File: src/rtl/multicycle_ctrl_pkg.sv
// multicycle_ctrl_pkg: shared state, opcode-class, ALU and fault encodings for the multi-cycle controller.
package multicycle_ctrl_pkg;

    typedef enum logic [2:0] {
        S_IDLE,
        S_FETCH,
        S_DECODE,
        S_EXEC,
        S_MEM,
        S_WB,
        S_HALT
    } state_e;

    typedef enum logic [2:0] {
        C_ALU_R,
        C_ALU_I,
        C_LOAD,
        C_STORE,
        C_BRANCH,
        C_HALT,
        C_ILLEGAL
    } op_class_e;

    localparam logic [3:0] OP_ADDI = 4'h4;
    localparam logic [3:0] OP_LW   = 4'h5;
    localparam logic [3:0] OP_SW   = 4'h6;
    localparam logic [3:0] OP_BEQZ = 4'h7;
    localparam logic [3:0] OP_HALT = 4'h8;

    localparam logic [1:0] ALU_ADD = 2'b00;
    localparam logic [1:0] ALU_SUB = 2'b01;
    localparam logic [1:0] ALU_AND = 2'b10;
    localparam logic [1:0] ALU_OR  = 2'b11;

    localparam logic [1:0] F_NONE    = 2'b00;
    localparam logic [1:0] F_ILLEGAL = 2'b01;
    localparam logic [1:0] F_TIMEOUT = 2'b10;

endpackage

File: src/rtl/multicycle_ctrl_if.sv
// multicycle_ctrl_if: controller <-> datapath/memory signal bundle; master is the controller side.
interface multicycle_ctrl_if #(
    parameter int CNT_W = 16
);
    logic             run;
    logic [3:0]       opcode;
    logic             zero;
    logic             mem_ack;
    logic             mem_req;
    logic             mem_we;
    logic             addr_sel;
    logic             ir_we;
    logic             pc_we;
    logic             pc_src;
    logic [1:0]       alu_op;
    logic             alu_src_imm;
    logic             reg_we;
    logic             wb_sel;
    logic             halted;
    logic [1:0]       fault;
    logic [CNT_W-1:0] retired;

    modport master (
        input  run, opcode, zero, mem_ack,
        output mem_req, mem_we, addr_sel, ir_we, pc_we, pc_src, alu_op, alu_src_imm,
               reg_we, wb_sel, halted, fault, retired
    );

    modport slave (
        output run, opcode, zero, mem_ack,
        input  mem_req, mem_we, addr_sel, ir_we, pc_we, pc_src, alu_op, alu_src_imm,
               reg_we, wb_sel, halted, fault, retired
    );
endinterface

File: src/rtl/multicycle_ctrl_opdecode.sv
// ctrl_opdecode: maps a 4-bit opcode onto its instruction class.
module ctrl_opdecode
    import multicycle_ctrl_pkg::*;
(
    input  logic [3:0] op_i,
    output op_class_e  cls_o
);
    always_comb begin
        cls_o = op_i[3] ? (op_i == OP_HALT ? C_HALT : C_ILLEGAL) :
                !op_i[2] ? C_ALU_R :
                op_i == OP_ADDI ? C_ALU_I :
                op_i == OP_LW   ? C_LOAD  :
                op_i == OP_SW   ? C_STORE : C_BRANCH;
    end
endmodule

File: src/rtl/multicycle_ctrl.sv
// multicycle_ctrl: fetch/decode/execute/mem/writeback sequencer with memory req/ack arbitration,
// timeout and illegal-opcode faults, and a retired-instruction counter.
module multicycle_ctrl
    import multicycle_ctrl_pkg::*;
#(
    parameter int MEM_TIMEOUT = 15,
    parameter int CNT_W       = 16
) (
    input logic                 clk,
    input logic                 rst_n,
    multicycle_ctrl_if.master   bus
);
    localparam int WAIT_W = $clog2(MEM_TIMEOUT + 2);

    state_e            state_q, state_d;
    logic [3:0]        op_q, op_d;
    logic [WAIT_W-1:0] wait_q, wait_d;
    logic [CNT_W-1:0]  ret_q, ret_d;
    logic [1:0]        fault_q, fault_d;
    logic              retire, mem_phase, timeout;
    logic [3:0]        dec_op;
    op_class_e         cls;

    // In DECODE the class must come from the live opcode, since op_q is only being loaded then.
    assign dec_op = state_q == S_DECODE ? bus.opcode : op_q;

    ctrl_opdecode u_dec (
        .op_i  (dec_op),
        .cls_o (cls)
    );

    assign mem_phase = state_q == S_FETCH || state_q == S_MEM;
    assign timeout   = MEM_TIMEOUT != 0 && mem_phase && !bus.mem_ack &&
                       wait_q == WAIT_W'(MEM_TIMEOUT - 1);
    assign wait_d    = mem_phase && !bus.mem_ack && !timeout ? wait_q + 1'b1 : '0;
    assign ret_d     = ret_q + CNT_W'(retire);

    always_comb begin
        state_d         = state_q;
        op_d            = op_q;
        fault_d         = fault_q;
        retire          = 1'b0;
        bus.mem_req     = 1'b0;
        bus.mem_we      = 1'b0;
        bus.addr_sel    = 1'b0;
        bus.ir_we       = 1'b0;
        bus.pc_we       = 1'b0;
        bus.pc_src      = 1'b0;
        bus.alu_op      = ALU_ADD;
        bus.alu_src_imm = 1'b0;
        bus.reg_we      = 1'b0;
        bus.wb_sel      = 1'b0;
        bus.halted      = state_q == S_HALT;
        bus.fault       = fault_q;
        bus.retired     = ret_q;
        case (state_q)
            S_IDLE: state_d = bus.run ? S_FETCH : S_IDLE;
            S_FETCH: begin
                bus.mem_req = 1'b1;
                bus.ir_we   = bus.mem_ack;
                bus.pc_we   = bus.mem_ack;
                state_d     = bus.mem_ack ? S_DECODE : timeout ? S_HALT : S_FETCH;
                fault_d     = timeout ? F_TIMEOUT : fault_q;
            end
            S_DECODE: begin
                op_d    = bus.opcode;
                state_d = cls == C_HALT || cls == C_ILLEGAL ? S_HALT : S_EXEC;
                retire  = cls == C_HALT;
                fault_d = cls == C_ILLEGAL ? F_ILLEGAL : fault_q;
            end
            S_EXEC: begin
                bus.alu_op      = cls == C_ALU_R ? op_q[1:0] : cls == C_BRANCH ? ALU_SUB : ALU_ADD;
                bus.alu_src_imm = cls == C_ALU_I || cls == C_LOAD || cls == C_STORE;
                bus.pc_we       = cls == C_BRANCH && bus.zero;
                bus.pc_src      = cls == C_BRANCH && bus.zero;
                state_d         = cls == C_BRANCH ? S_FETCH :
                                  cls == C_LOAD || cls == C_STORE ? S_MEM : S_WB;
                retire          = cls == C_BRANCH;
            end
            S_MEM: begin
                bus.mem_req  = 1'b1;
                bus.addr_sel = 1'b1;
                bus.mem_we   = cls == C_STORE;
                state_d      = bus.mem_ack ? (cls == C_STORE ? S_FETCH : S_WB) :
                               timeout ? S_HALT : S_MEM;
                retire       = bus.mem_ack && cls == C_STORE;
                fault_d      = timeout ? F_TIMEOUT : fault_q;
            end
            S_WB: begin
                bus.reg_we = 1'b1;
                bus.wb_sel = cls == C_LOAD;
                state_d    = S_FETCH;
                retire     = 1'b1;
            end
            S_HALT: state_d = S_HALT;
            default: state_d = S_IDLE;
        endcase
    end

    always_ff @(posedge clk or negedge rst_n) begin
        if (!rst_n) begin
            state_q <= S_IDLE;
            op_q    <= '0;
            wait_q  <= '0;
            ret_q   <= '0;
            fault_q <= F_NONE;
        end else begin
            state_q <= state_d;
            op_q    <= op_d;
            wait_q  <= wait_d;
            ret_q   <= ret_d;
            fault_q <= fault_d;
        end
    end
endmodule

File: src/flat_wrapper.sv
// flat-port wrapper written by rule: the top's interface ports become plain ports
module multicycle_ctrl_flat import multicycle_ctrl_pkg::*;
#(
    parameter int MEM_TIMEOUT = 15,
    parameter int CNT_W       = 16
)
  (clk, rst_n, bus_run, bus_opcode, bus_zero, bus_mem_ack, bus_mem_req, bus_mem_we, bus_addr_sel, bus_ir_we, bus_pc_we, bus_pc_src, bus_alu_op, bus_alu_src_imm, bus_reg_we, bus_wb_sel, bus_halted, bus_fault, bus_retired);
  multicycle_ctrl_if #(.CNT_W(CNT_W)) bus_i ();
  input logic clk;
  input logic rst_n;
  input wire logic [$bits(bus_i.run)-1:0] bus_run;
  input wire logic [$bits(bus_i.opcode)-1:0] bus_opcode;
  input wire logic [$bits(bus_i.zero)-1:0] bus_zero;
  input wire logic [$bits(bus_i.mem_ack)-1:0] bus_mem_ack;
  output wire logic [$bits(bus_i.mem_req)-1:0] bus_mem_req;
  output wire logic [$bits(bus_i.mem_we)-1:0] bus_mem_we;
  output wire logic [$bits(bus_i.addr_sel)-1:0] bus_addr_sel;
  output wire logic [$bits(bus_i.ir_we)-1:0] bus_ir_we;
  output wire logic [$bits(bus_i.pc_we)-1:0] bus_pc_we;
  output wire logic [$bits(bus_i.pc_src)-1:0] bus_pc_src;
  output wire logic [$bits(bus_i.alu_op)-1:0] bus_alu_op;
  output wire logic [$bits(bus_i.alu_src_imm)-1:0] bus_alu_src_imm;
  output wire logic [$bits(bus_i.reg_we)-1:0] bus_reg_we;
  output wire logic [$bits(bus_i.wb_sel)-1:0] bus_wb_sel;
  output wire logic [$bits(bus_i.halted)-1:0] bus_halted;
  output wire logic [$bits(bus_i.fault)-1:0] bus_fault;
  output wire logic [$bits(bus_i.retired)-1:0] bus_retired;
  assign bus_i.run = bus_run;
  assign bus_i.opcode = bus_opcode;
  assign bus_i.zero = bus_zero;
  assign bus_i.mem_ack = bus_mem_ack;
  assign bus_mem_req = bus_i.mem_req;
  assign bus_mem_we = bus_i.mem_we;
  assign bus_addr_sel = bus_i.addr_sel;
  assign bus_ir_we = bus_i.ir_we;
  assign bus_pc_we = bus_i.pc_we;
  assign bus_pc_src = bus_i.pc_src;
  assign bus_alu_op = bus_i.alu_op;
  assign bus_alu_src_imm = bus_i.alu_src_imm;
  assign bus_reg_we = bus_i.reg_we;
  assign bus_wb_sel = bus_i.wb_sel;
  assign bus_halted = bus_i.halted;
  assign bus_fault = bus_i.fault;
  assign bus_retired = bus_i.retired;
  multicycle_ctrl #(.MEM_TIMEOUT(MEM_TIMEOUT), .CNT_W(CNT_W)) u_core (.clk(clk), .rst_n(rst_n), .bus(bus_i));
endmodule
File: config.mk
export PLATFORM = sky130hd
export DESIGN_NAME = multicycle_ctrl_flat
export DESIGN_NICKNAME = d
export VERILOG_FILES = /design/src/rtl/multicycle_ctrl_pkg.sv /design/src/rtl/multicycle_ctrl_if.sv /design/src/rtl/multicycle_ctrl_opdecode.sv /design/src/rtl/multicycle_ctrl.sv /design/src/flat_wrapper.sv
export SDC_FILE = /design/constraint.sdc
export NUM_CORES = 1
export LEC_CHECK = 0
export BUFFER_PORTS_ARGS = -buffer_cell sky130_fd_sc_hd__buf_2
export CAP_MARGIN = 20
export CORE_MARGIN = 3
export CORE_UTILIZATION = 40
export DETAILED_ROUTE_END_ITERATION = 8
export PLACE_DENSITY = 0.71
export SLEW_MARGIN = 20
export SYNTH_ARGS = -nofsm -noshare
export SYNTH_HDL_FRONTEND = slang
export SYNTH_SLANG_ARGS = --single-unit
File: constraint.sdc
create_clock -name clk -period 2.6 [get_ports clk]
set_clock_uncertainty 0.05 [all_clocks]
set_input_delay 0.26 -clock clk [delete_from_list [all_inputs] [get_ports clk]]
set_output_delay 0.26 -clock clk [all_outputs]
set_load 0.02 [all_outputs]
==> impl_results.md, run 1 <==
* Commonest non-fill, non-tap cell in the layout: buf_2
* Mean Syn Cell Area at 10.6 µm²
* Largest net degree at the start of global routing at 31
* CTS clk-pin slew, worst paths at 0.07 ns
* WP data required at 2.75 ns
* CP Data Arrival Time at 2.56 ns
* Top-area cell type share of the netlist area at 47.5%
* Via density at 5.10
* Main combinational cell family by area after synthesis: simple AND/OR/NAND/NOR gates
* Mux contribution to synthesized area at 1.43%
* Maximum fanout along the worst path at 12
* Ratio of cells with drive above 1 in the final layout at 31.4%
* Post-synth top area cell: dfrtp_1
* Hold Slack at 0.175 ns
* Die ar. at 0.00474 mm²
* Clock tree from TritonCTS: built
* GRT Total Usage at 15.1%
* Mapped Area at 0.00158 mm²
* # fillers at 371
* Lkg Pwr at 0.952 nW
* Unrepaired setup endpoints after global routing: false
* Post-synth cell types at 44
* WL per Instance at 13.1 µm
* Io pins at 39
* Post-synthesis adder-cell area fraction at 3.96%
* Ant. Diodes at 0
* Crit Path Category: reg -> reg
* IO buf count at 38
* Worst min path class: in -> reg
* Period utilisation layout at 92.7%
* Async set-or-reset flop fraction in the synthesized netlist at 100%
* Mapped Cells at 149
* Rows at 22
* Setup TNS at 0 ns
* Via count at 1233
* RD Place Congestion at 0.751
* FF+latch area at 752 µm²
* Die Y at 68.9 µm
* Commonest non-fill, non-tap cells in the layout: buf_2 (38), dfrtp_1 (29), nor2_1 (14), xnor2_1 (14), nand2_1 (11)
* Slew margin rel. at 56.1%
* Core area at 0.00374 mm²
* Gr ovfl total at 0
* CP endpoint kind: flop
* Synth area leaders: dfrtp_1 (48%), xnor2_1 (7.8%), ha_1 (4.0%)
* Startpoint Class: flop
* Synth Area in Compound Gates at 6.49%
* Total power at 0.00171 W
* Max_cap viols at 0
* Minimum clock period at 2.41 ns
* Initial antenna violation count at 0
* HPWL Detailed at 2350 µm
* Synth Area in XOR/XNOR at 10.5%
* Status: completed
* Nets at 208
* Area grow syn2layout at 21.2%
* Starting Density at 42.2%
* Simple-gate area share of the yosys netlist at 27.4%
* DRT iter0 DRCs at 77
* Clk_lat worst skew at 0.28 ns
* Synth Flop Type: dfrtp_1
* H-tree Lvls at 2
* Global-route wire length before repair at 5310 µm
* Peak supply drop at 0.000583 V
* Worst-Margin Slew at 0.658 ns
* Seq/Total Area, Yosys at 47.5%
* Syn_nets at 163
* Post-CTS Setup Bufs at 0
* Drt pass-1 iters at 6
* Multi-input logic area at 787 µm²
* Achievable Freq at 415 MHz
* CTS Buf Count at 5
* Synthesis Warnings at 0
* Final hold vios at 0
* Die X at 68.9 µm
* Cell area power density at 891 mW/mm²
* Finish-stage setup viols at 0
* Clk sinks at 30
* Post-synthesis register bit count at 30
* Drt total wl at 3160 µm
* Vias in the first global route at 1169
* Max clock buf depth at 2
* Remaining DRCs at 0
* Antenna Nets Post-Route at 0
* Final Max Tran Viols at 0
* Number of synthesized flops with an enable pin at 0
* Clk root buf: clkbuf_8
==> cells by family after synthesis <==
family                     count (synthesis)
AOI/OAI and AO/OA                         15
DFF                                       30
xor gates and xnor gates                  19
muxes                                      2
adders and majority gates                  5
buffers and inverters                      9
and+or+nand+nor                           69
==> synth_stat cells, drive strengths merged, types with 2 or more instances <==
library cell	n
xnor2	14
nor2	15
nor3b	2
nand2	11
dfrtp	30
or2	2
mux2	2
nor3	3
nand4b	2
ha	5
and3	4
a21oi	3
and4	4
nand2b	6
inv	6
and2	2
nor4	4
o21ai	4
nand4	4
buf	3
nand3	7
xor2	5
==> power breakdown <==
group          switching, W  internal [W]
combinational      0.000368      0.000269
clock              0.000167      0.000179
sequential         0.000152      0.000572
total              0.000687       0.00102
==> area by class of cell <==
class | count | share of cell area (%)
Inverter | 6 | 1.18
Timing Repair Buffer | 41 | 11.2
Clock inverter | 2 | 0.523
Sequential cell | 30 | 39.3
Multi-Input combinational cell | 110 | 41.1
Clock buffer | 5 | 3.59
Tap cell | 48 | 3.14
==> layer usage <==
metal  track usage (%)  part of all wire (%)
met4              4.62                  0.57
met3              4.38                   5.9
met2              22.9                    45
met5                 0                     0
met1              20.9                    49
==> metrics by stage <==
step                      instances  setup slack (ns)  area, µm²  utilization, %
after floorplan                 149             0.454       1580               -
after global placement          234             0.347       1830            48.8
after detailed placement        234             0.112       1830            48.8
after CTS                       242             0.123       1910            51.1
after global routing            242            0.0406       1920            51.2
final                           242             0.191       1920            51.2
==> critical path, cell delays in order (launching register included) <==
cell and delay, ns:
dfrtp_1 0.54, nor2_4 0.23, nand2_1 0.09, o41ai_1 0.32, ha_1 0.35, ha_1 0.28, nand4_4 0.11, nor3_2 0.18
xor2_1 0.17
==> flip-flops by register name, indices dropped and copies added, names as in the netlist <==
name,count
u_core.op_q,4
u_core.state_q,3
u_core.bus.retired,16
u_core.bus.fault,2
u_core.wait_q,5
==> repair_timing <==
item                                   4_1_cts  5_1_grt
endpoints found under the hold margin       30        0
setup endpoints to repair                    0        1
hold buffers                                 1        0
gates resized for setup                      0        1
==> worst paths after layout <==
path                                    from                      to  slack [ns]  depth (start not counted)
hold / removal                 bus_opcode[0]          u_core.op_q[0]        0.17                          3
setup / recovery           u_core.state_q[2]  u_core.bus.retired[14]        0.19                          8
setup reg to reg           u_core.state_q[2]  u_core.bus.retired[14]        0.19                          8
min in group asynchronous              rst_n       u_core.state_q[2]        0.50                          2
hold reg to reg             u_core.wait_q[0]        u_core.wait_q[0]        0.43                          1
max in group asynchronous              rst_n       u_core.state_q[1]        1.54                          2
(Power assumes the default switching activity.)
==> run 2: changes to the inputs <==
- PLACE_DENSITY: 0.71 -> 0.7
- SETUP_SLACK_MARGIN: not set -> 0.02
- SYNTH_HIERARCHICAL: not set -> 1
==> impl_results.md, run 2 <==
* CP endpoint kind: flop
* Die X at 70.4 µm
* Io pins at 39
* WL per Instance at 15.3 µm
* Failing checks: negative setup slack
* CTS clk-pin slew, worst paths at 0.07 ns
* Mapped Cells at 158
* Worst-Margin Slew at 0.636 ns
* Via count at 1421
* Area grow syn2layout at 41.7%
* Commonest cells post-synth: dfrtp_1 (30), xnor2_1 (11), xor2_1 (10)
* RD Place Congestion at 0.817
* Peak supply drop at 0.000656 V
* Syn_nets at 172
* Worst Reg2Reg Path Length in Cells at 14
* Ratio of cells with drive above 1 in the final layout at 46.4%
* Post-synth top area cell: dfrtp_1
* Synthesis Warnings at 6
* Hold_sp: bus_opcode[0]
* Hold Slack at 0.207 ns
* Synth area leaders: dfrtp_1 (45%), xnor2_1 (5.8%), xor2_1 (5.3%)
* Crit Path Category: reg -> reg
* Clock tree from TritonCTS: built
* Number of synthesized flops with an enable pin at 0
* Async set-or-reset flop fraction in the synthesized netlist at 100%
* WP data required at 2.76 ns
* Worst hold path stage count at 2
* Period utilisation layout at 123%
* Cell area power density at 1040 mW/mm²
* Lkg Pwr at 1.15 nW
* Gr ovfl total at 0
* Worst min path class: in -> reg
* Max clock buf depth at 2
* Max_cap viols at 0
* Synth Flop Type: dfrtp_1
* Global-route wire length before repair at 6970 µm
* Hold EP: u_core/op_q[0]
* Commonest non-fill, non-tap cells in the layout: buf_2 (31), dfrtp_1 (30), buf_4 (23)
* Ant. Diodes at 0
* CP Data Arrival Time at 3.36 ns
* HPWL Detailed at 2960 µm
* Clk sinks at 30
* Design Area, Final at 0.00235 mm²
* Final hold vios at 0
* Commonest non-fill, non-tap cell in the layout: buf_2
* Drt pass-1 iters at 4
* Post-synth cell types at 45
* GRT Total Usage at 17.8%
* Die ar. at 0.00495 mm²
* Mean Syn Cell Area at 10.5 µm²
* Clk_lat worst skew at 0.29 ns
* Setup TNS at -9.82 ns
* IO buf count at 38
* Clk root buf: clkbuf_8
* Startpoint Class: flop
* CTS Buf Count at 5
* Max FFs per register at 16
* Starting Density at 43.3%
* Final worst setup slack at -0.602 ns
* Cell with the most instances after synthesis: dfrtp_1
* Status: finished, violations left
* R2r setup slk at -0.60 ns
* Core Util, Final at 61.4%
* Core area at 0.00383 mm²
* Slew margin rel. at 57.6%
* Minimum clock period at 3.20 ns
* Die Y at 70.4 µm
* Mapped Area at 0.00166 mm²
* Vias in the first global route at 1480
* Top-area cell type share of the netlist area at 45.3%
* # fillers at 314
* FF-to-FF Start: u_core/state_q[0]
* FF-to-FF End: u_core/bus.retired[4]
* Achievable Freq at 312 MHz
* Final Max Tran Viols at 0
* Rows at 22
* Initial antenna violation count at 0
* Largest net degree at the start of global routing at 31
* Remaining DRCs at 0
* Post-Place Worst Slack at -0.649 ns
* Post-synthesis register bit count at 30
* Maximum fanout along the worst path at 5
* Antenna Nets Post-Route at 0
* Seq/Total Area, Yosys at 45.3%
* Unrepaired setup endpoints after global routing: true
* H-tree Lvls at 2
* DRT iter0 DRCs at 57
* Drt total wl at 4110 µm
* Nets at 233
* Via density at 5.30
* Finish-stage setup viols at 24
* Area post-placement at 0.00208 mm²
run 2: cell types whose count changed after synthesis, moves of 3 or more:
cell     previous run  this run
nor3_1              2         5
xnor2_1            14        11
nand2_1            11         6
nor4_1              3         7
inv_1               6         9
buf_2               1         4
xor2_1              5        10
nor2_1             14         9
run 2: worst max-delay path, stage by stage, from the launching register on:
cell,delay (ns)
dfrtp_1,0.41
nor3b_4,0.32
mux2_4,0.34
or3b_1,0.40
a21oi_2,0.17
buf_4,0.14
buf_6,0.09
xnor2_2,0.10
nor4_2,0.05
a221o_1,0.33
ha_2,0.23
ha_4,0.18
buf_4,0.13
nand3_2,0.07
xnor2_1,0.11
run 2: what timing repair did:
item,4_1_cts,5_1_grt
pin swaps,12,14
endpoints found under the hold margin,30,0
hold buffers,1,0
resized for setup,17,11
buffers inserted,3,5
gates cloned,0,0
endpoints found under the setup margin,24,24
run 2: through the flow:
step / total power [W] / instances
2_1_floorplan: 0.00151 / 158
3_3_place_gp: 0.00180 / 253
3_5_place_dp: 0.00185 / 253
4_1_cts: 0.00234 / 264
5_1_grt: 0.00259 / 268
6_report: 0.00244 / 268
run 2: layout make-up:
class | instances | area [µm²] | area share [%]
Clock inverter | 2 | 12.5 | 0.533
Tap cell | 48 | 60.1 | 2.56
Timing Repair Buffer | 61 | 405 | 17.3
Clock buffer | 6 | 82.6 | 3.52
Inverter | 9 | 36.3 | 1.55
Multi-Input combinational cell | 112 | 1000 | 42.6
Sequential cell | 30 | 751 | 32.0
run 2: how the worst max path moves through the flow:
stage	startpoint	to	slack, ns	cells after the start
after detailed placement	u_core/state_q[0]	u_core/bus.retired[12]	-0.65	12
after global placement	u_core/state_q[0]	u_core/bus.retired[14]	-0.47	13
after global routing	u_core/state_q[0]	u_core/bus.retired[14]	-0.68	14
after CTS	u_core/state_q[2]	u_core/bus.retired[12]	-0.54	12
final	u_core/state_q[0]	u_core/bus.retired[4]	-0.60	14
after floorplan	u_core/state_q[2]	u_core/bus.retired[11]	-0.82	13
run 2: cell families after synthesis:
family	synth area share [%]
compound gates	9.28
xor+xnor	11.1
fa+ha+maj	3.77
buf+inv	5.21
flops	45.3
mux	2.72
simple gates	22.6
run 2: metal layers:
| metal | GRT usage (%) | vias up | wire (µm) |
|---|---|---|---|
| li1 | - | 688 | - |
| met1 | 20.5 | 688 | 1710 |
| met2 | 30.5 | 34 | 2130 |
| met3 | 5.18 | 11 | 182 |
| met4 | 7.66 | 0 | 91 |
| met5 | 0 | - | 0 |
run 2: power by group:
group	internal [W]	total (W)	switching, W
Combinational	0.000654	0.00136	0.000707
Sequential	0.000564	0.000681	0.000117
Clock	0.000212	0.000399	0.000187
